--- src/rtl/multicycle_controller.sv ---
// Control FSM for the multicycle RV32I core: decodes the held instruction and sequences datapath steps.
// Latency: lw 5, sw/R/I/jal 4, beq 3 cycles; illegal encodings trap to HALT or retire as NOP.
// No backpressure: one state per clock, and only PCWrite looks at Zero combinationally.
module multicycle_controller #(
    parameter bit ILLEGAL_TRAP = 1'b1
) (
    input  logic       clk,
    input  logic       reset,
    input  logic [6:0] op,
    input  logic [2:0] funct3,
    input  logic       funct7b5,
    input  logic       Zero,
    output logic       PCWrite,
    output logic       AdrSrc,
    output logic       MemWrite,
    output logic       IRWrite,
    output logic       RegWrite,
    output logic [1:0] ResultSrc,
    output logic [1:0] ALUSrcA,
    output logic [1:0] ALUSrcB,
    output logic [1:0] ImmSrc,
    output logic [2:0] ALUControl,
    output logic       Illegal
);

    localparam logic [6:0] OP_LW  = 7'b0000011;
    localparam logic [6:0] OP_SW  = 7'b0100011;
    localparam logic [6:0] OP_R   = 7'b0110011;
    localparam logic [6:0] OP_I   = 7'b0010011;
    localparam logic [6:0] OP_JAL = 7'b1101111;
    localparam logic [6:0] OP_BEQ = 7'b1100011;

    localparam logic [2:0] ALU_ADD = 3'b000;
    localparam logic [2:0] ALU_SUB = 3'b001;
    localparam logic [2:0] ALU_AND = 3'b010;
    localparam logic [2:0] ALU_OR  = 3'b011;
    localparam logic [2:0] ALU_SLT = 3'b101;

    typedef enum logic [3:0] {
        S_FETCH,
        S_DECODE,
        S_MEMADR,
        S_MEMREAD,
        S_MEMWB,
        S_MEMWRITE,
        S_EXECR,
        S_EXECI,
        S_ALUWB,
        S_JAL,
        S_BEQ,
        S_HALT
    } state_t;

    state_t     state;
    state_t     state_next;

    logic       instr_legal;
    logic [2:0] funct_alu;

    logic       pc_update;
    logic       branch;
    logic       adr_src;
    logic       mem_write;
    logic       ir_write;
    logic       reg_write;
    logic       halted;
    logic [1:0] result_src;
    logic [1:0] src_a;
    logic [1:0] src_b;
    logic [2:0] alu_ctl;

    // Legality covers the opcode and, for ALU ops, the funct3 field.
    always_comb begin
        instr_legal = 1'b0;
        case (op)
            OP_LW, OP_SW, OP_JAL, OP_BEQ: instr_legal = 1'b1;
            OP_R, OP_I: begin
                case (funct3)
                    3'b000, 3'b010, 3'b110, 3'b111: instr_legal = 1'b1;
                    default:                        instr_legal = 1'b0;
                endcase
            end
            default: instr_legal = 1'b0;
        endcase
    end

    // funct7b5 only selects sub for R-type; addi ignores it.
    always_comb begin
        funct_alu = ALU_ADD;
        case (funct3)
            3'b000:  funct_alu = (op[5] & funct7b5) ? ALU_SUB : ALU_ADD;
            3'b010:  funct_alu = ALU_SLT;
            3'b110:  funct_alu = ALU_OR;
            3'b111:  funct_alu = ALU_AND;
            default: funct_alu = ALU_ADD;
        endcase
    end

    always_comb begin
        ImmSrc = 2'b00;
        case (op)
            OP_SW:   ImmSrc = 2'b01;
            OP_BEQ:  ImmSrc = 2'b10;
            OP_JAL:  ImmSrc = 2'b11;
            default: ImmSrc = 2'b00;
        endcase
    end

    always_ff @(posedge clk or posedge reset) begin
        if (reset) begin
            state <= S_FETCH;
        end else begin
            state <= state_next;
        end
    end

    always_comb begin
        state_next = state;
        case (state)
            S_FETCH:  state_next = S_DECODE;
            S_DECODE: begin
                if (!instr_legal) begin
                    state_next = ILLEGAL_TRAP ? S_HALT : S_FETCH;
                end else begin
                    case (op)
                        OP_LW, OP_SW: state_next = S_MEMADR;
                        OP_R:         state_next = S_EXECR;
                        OP_I:         state_next = S_EXECI;
                        OP_JAL:       state_next = S_JAL;
                        OP_BEQ:       state_next = S_BEQ;
                        default:      state_next = S_FETCH;
                    endcase
                end
            end
            S_MEMADR:   state_next = (op == OP_LW) ? S_MEMREAD : S_MEMWRITE;
            S_MEMREAD:  state_next = S_MEMWB;
            S_MEMWB:    state_next = S_FETCH;
            S_MEMWRITE: state_next = S_FETCH;
            S_EXECR:    state_next = S_ALUWB;
            S_EXECI:    state_next = S_ALUWB;
            S_ALUWB:    state_next = S_FETCH;
            S_JAL:      state_next = S_ALUWB;
            S_BEQ:      state_next = S_FETCH;
            S_HALT:     state_next = S_HALT;
            default:    state_next = S_FETCH;
        endcase
    end

    // Moore outputs per state, before reset gating.
    always_comb begin
        pc_update  = 1'b0;
        branch     = 1'b0;
        adr_src    = 1'b0;
        mem_write  = 1'b0;
        ir_write   = 1'b0;
        reg_write  = 1'b0;
        halted     = 1'b0;
        result_src = 2'b00;
        src_a      = 2'b00;
        src_b      = 2'b00;
        alu_ctl    = ALU_ADD;
        case (state)
            S_FETCH: begin
                ir_write   = 1'b1;
                src_b      = 2'b10;
                result_src = 2'b10;
                pc_update  = 1'b1;
            end
            S_DECODE: begin
                src_a = 2'b01;
                src_b = 2'b01;
            end
            S_MEMADR: begin
                src_a = 2'b10;
                src_b = 2'b01;
            end
            S_MEMREAD: begin
                adr_src = 1'b1;
            end
            S_MEMWB: begin
                result_src = 2'b01;
                reg_write  = 1'b1;
            end
            S_MEMWRITE: begin
                adr_src   = 1'b1;
                mem_write = 1'b1;
            end
            S_EXECR: begin
                src_a   = 2'b10;
                alu_ctl = funct_alu;
            end
            S_EXECI: begin
                src_a   = 2'b10;
                src_b   = 2'b01;
                alu_ctl = funct_alu;
            end
            S_ALUWB: begin
                reg_write = 1'b1;
            end
            S_JAL: begin
                src_a     = 2'b01;
                src_b     = 2'b10;
                pc_update = 1'b1;
            end
            S_BEQ: begin
                src_a   = 2'b10;
                alu_ctl = ALU_SUB;
                branch  = 1'b1;
            end
            S_HALT: begin
                halted = 1'b1;
            end
            default: begin
                halted = 1'b0;
            end
        endcase
    end

    // Enables are held low for the whole reset pulse, even though the state is already FETCH.
    always_comb begin
        PCWrite    = ~reset & (pc_update | (branch & Zero));
        IRWrite    = ~reset & ir_write;
        MemWrite   = ~reset & mem_write;
        RegWrite   = ~reset & reg_write;
        Illegal    = ~reset & halted;
        AdrSrc     = adr_src;
        ResultSrc  = result_src;
        ALUSrcA    = src_a;
        ALUSrcB    = src_b;
        ALUControl = alu_ctl;
    end

endmodule

--- config.mk ---
export PLATFORM = sky130hd
export DESIGN_NAME = multicycle_controller
export DESIGN_NICKNAME = d
export VERILOG_FILES = /design/src/rtl/multicycle_controller.sv
export SDC_FILE = /design/constraint.sdc
export NUM_CORES = 1
export LEC_CHECK = 0
export BUFFER_PORTS_ARGS = -buffer_cell sky130_fd_sc_hd__buf_4
export CAP_MARGIN = 20
export CORE_AREA = 2 2 39 41
export CTS_CLUSTER_SIZE = 28
export DETAILED_ROUTE_END_ITERATION = 6
export DIE_AREA = 0 0 41 43
export PLACE_DENSITY_LB_ADDON = 0.3
export SLEW_MARGIN = 10
export SYNTH_ARGS = -nofsm -noshare
export SYNTH_HDL_FRONTEND = slang
export SYNTH_SLANG_ARGS = --single-unit
--- constraint.sdc ---
create_clock -name clk -period 1.4 [get_ports clk]
set_input_delay 0 -clock clk [delete_from_list [all_inputs] [get_ports clk]]
set_output_delay 0 -clock clk [all_outputs]
set_load 0.01 [all_outputs]
==> impl_results.rst <==
.. list-table::
   :header-rows: 1

   * - Metric
     - Value
   * - Kind of start point of the critical path
     - register
   * - Status
     - complete, no violations
   * - Height of the die
     - 43 µm
   * - Buf/Inv on CP
     - 1
   * - Via count of the first global-routing pass
     - 638
   * - Final Core Density
     - 65.1%
   * - Finished layout cell area
     - 901 µm²
   * - Synth Cell Area
     - 523 µm²
   * - Overall routed net length
     - 1700 µm
   * - Most used flip-flop cell after synthesis
     - dfrtp_1
   * - Share of the cycle needed by the critical path after routing
     - 97.7%
   * - Count of maximum capacitance violations
     - 0
   * - Top delay family on crit path
     - flip-flops
   * - Final hold violations
     - 0
   * - Power density of the placed cells
     - 1740 nW/µm²
   * - Most frequent cells after synthesis
     - 8 x nor3_1, 7 x inv_1, 5 x nand2_1
   * - Number of flops mapped to enable cells by yosys
     - 0
   * - Required time of the worst setup path
     - 1.40 ns
   * - Count of nets left with antenna violations after detail routing
     - 0
   * - Worst path setup slack after routing
     - 0.0325 ns
   * - Wire length of the first global-routing pass
     - 2630 µm
   * - Registers with the most flip-flops
     - state x4
   * - Largest cells by area after synthesis
     - dfrtp_1 19%, nor3_1 7.7%, inv_1 5.0%
   * - Average cell area after synthesis
     - 6.71 µm²
   * - Synth-to-Final Area Change
     - 72.2%
   * - Maximum vdd drop
     - 0.925 mV
   * - Pleak
     - 0.457 nW
   * - Number of core rows
     - 14
   * - Maximum fanout along the worst path
     - 4
   * - Tightest Pin Transition
     - 0.287 ns
   * - Flip-flop count of the largest register after layout
     - 4
   * - Post-synthesis sequential area ratio
     - 19.1%
   * - Worst setup path start
     - state[3]
   * - Placed standard-cell area
     - 810 µm²
   * - Hold Path Origin
     - op[4]
   * - Avg Vias per Cell
     - 5.45
   * - H-tree lvl count
     - 1
   * - Total overflow reported by the global router
     - 0
   * - CTS root buffer
     - clkbuf_4
   * - Biggest register
     - state
   * - Number of DRC violations after detailed-routing iteration 0
     - 9
   * - Vias after detailed routing
     - 730
   * - Yosys top cell by area
     - dfrtp_1
   * - Initial antenna violation count
     - 0
   * - Longest Clk Path Bufs
     - 2
   * - Router iterations before antenna repair
     - 4
   * - Critical path capture point type
     - primary output
   * - Core Area
     - 1380 µm²
   * - Final-report setup violation count
     - 0
   * - Min Clock Period, post-route
     - 1.37 ns
   * - Num Clock Sinks
     - 4
   * - Worst EP arrival
     - 1.37 ns
   * - Distinct cells, synth
     - 31
   * - Ports
     - 31
   * - Unrepaired setup endpoints after global routing
     - true
   * - Type of the worst setup path
     - reg -> out
   * - Antenna diode count
     - 0
   * - Die Area
     - 1760 µm²
   * - Clock tree from TritonCTS
     - yes
   * - Yosys warnings
     - 0
   * - Overall power
     - 0.00157 W
   * - Path type of the worst min-delay path
     - in -> reg
   * - Cts bufs inserted
     - 3
   * - Register bit total from synthesis
     - 4
   * - Post-synthesis net count
     - 92
   * - Clock-pin slew of the registers on the worst-case setup and hold paths
     - 0.04 ns
   * - Number of nets in the finished design
     - 134
   * - Reg2Reg Launch Point
     - state[0]
   * - Relative slew margins
     - 80.6%
   * - Cell with the most instances after synthesis
     - nor3_1
   * - Highest clock rate
     - 731 MHz
   * - Mapped Cells
     - 78
   * - Starting Density
     - 37.8%
   * - Post-DP HPWL
     - 1240 µm
   * - Final estimated routing congestion in global placement
     - 0.855
   * - Die X-Extent
     - 41 µm
   * - Clk_skew
     - 0.00290 ns
   * - Final slew viol count
     - 0
   * - Critical Path Slowest Stage Cell
     - dfrtp_2
   * - Maximum cell stage delay along the critical path
     - 0.42 ns
   * - Placement Setup Slack
     - 0.132 ns
   * - Worst path cell trace
     - or2_4 -> a21oi_2 -> a31oi_1 -> nor3_1 -> buf_4
   * - Pin count of the biggest net entering global routing
     - 12
   * - Routed length per placed instance
     - 12.7 µm
   * - Fraction of registers with async set or reset after synthesis
     - 100%
   * - I/O Buffers
     - 30
   * - All-Layer GR Usage
     - 21.1%
   * - Clock latency on the worst-skew pair
     - 0.24 ns
   * - Fraction of layout cells with a size suffix above 1
     - 47.5%
   * - Area fraction of the dominant cell type after synthesis
     - 19.1%
   * - Number of DRC violations after detailed routing
     - 0
## logic make-up after synthesis
group / count (synthesis) / synth area share, %
AOI/OAI and AO/OA: 16 / 21.1
xor gates and xnor gates: 4 / 6.70
buffers and inverters: 12 / 8.61
DFF: 4 / 19.1
and+or+nand+nor: 42 / 44.5
## area by class of cell
| cell class | instances | area [µm²] |
|---|---|---|
| clock buffers | 3 | 22.5 |
| fillers | 130 | 483 |
| inverters | 7 | 26.3 |
| multi-input cells | 62 | 413 |
| flip-flops and latches | 4 | 104 |
| well taps | 16 | 20.0 |
| repair buffers | 42 | 315 |
## through the flow
step                      instances  setup TNS (ns)  hold slack (ns)
after floorplan                  78               0           -0.229
after global placement          127               0          -0.0683
after detailed placement        127               0          -0.0665
after CTS                       132               0           0.0741
after global routing            134         -0.0524           0.0910
final                           134               0            0.102
## report_power, final
group	leakage, nW	switching, W	internal (W)
registers	0.0459	0.0000778	0.000175
logic	0.397	0.000573	0.000600
clock network	0.0138	0.0000499	0.0000961
total	0.457	0.000701	0.000870
## final timing paths
check	endpoint	slack, ns	cells past startpoint
max in group asynchronous	state[2]	0.96	3
setup / recovery	PCWrite	0.03	5
setup reg to reg	state[2]	0.18	3
hold reg to reg	state[2]	0.63	2
min in group asynchronous	state[3]	0.26	3
hold / removal	state[2]	0.10	3
## worst reg2reg max path: cells and delay by family (launching register included)
kind                   cells  cell delay (ns)
DFF                        1             0.39
buffers and inverters      1             0.17
AOI/OAI and AO/OA          2             0.52
## cells in the final DEF (no fill, tap or decap), types with 2 or more instances in the layout
master     n
inv_1      6
nand3_1    4
buf_4     40
a21oi_1    3
nor3_1     7
nand2b_1   4
nor2_1     3
a31oi_1    3
xnor2_1    3
nand2_1    5
and3_1     4
dfrtp_2    3
clkbuf_4   3
nor2b_1    3
nor4_1     2
## per-layer routing
layer / wire (µm) / GRT usage (%) / part of all wire (%) / vias to the layer above
met5: 0 / 0 / 0 / -
met4: 30 / 6.00 / 1.8 / 0
met3: 69 / 3.14 / 4.1 / 4
met2: 895 / 37.8 / 53 / 24
met1: 700 / 23.8 / 41 / 332
li1: - / - / - / 370
## repair_timing
item / 4_1_cts / 5_1_grt
hold buffers: 1 / 0
endpoints found under the hold margin: 4 / 0
setup buffers: 1 / 2
pin swaps: 2 / 2
gates resized for setup: 5 / 6
endpoints found under the setup margin: 3 / 7
No activity file was read; power rests on OpenSTA's default activity.
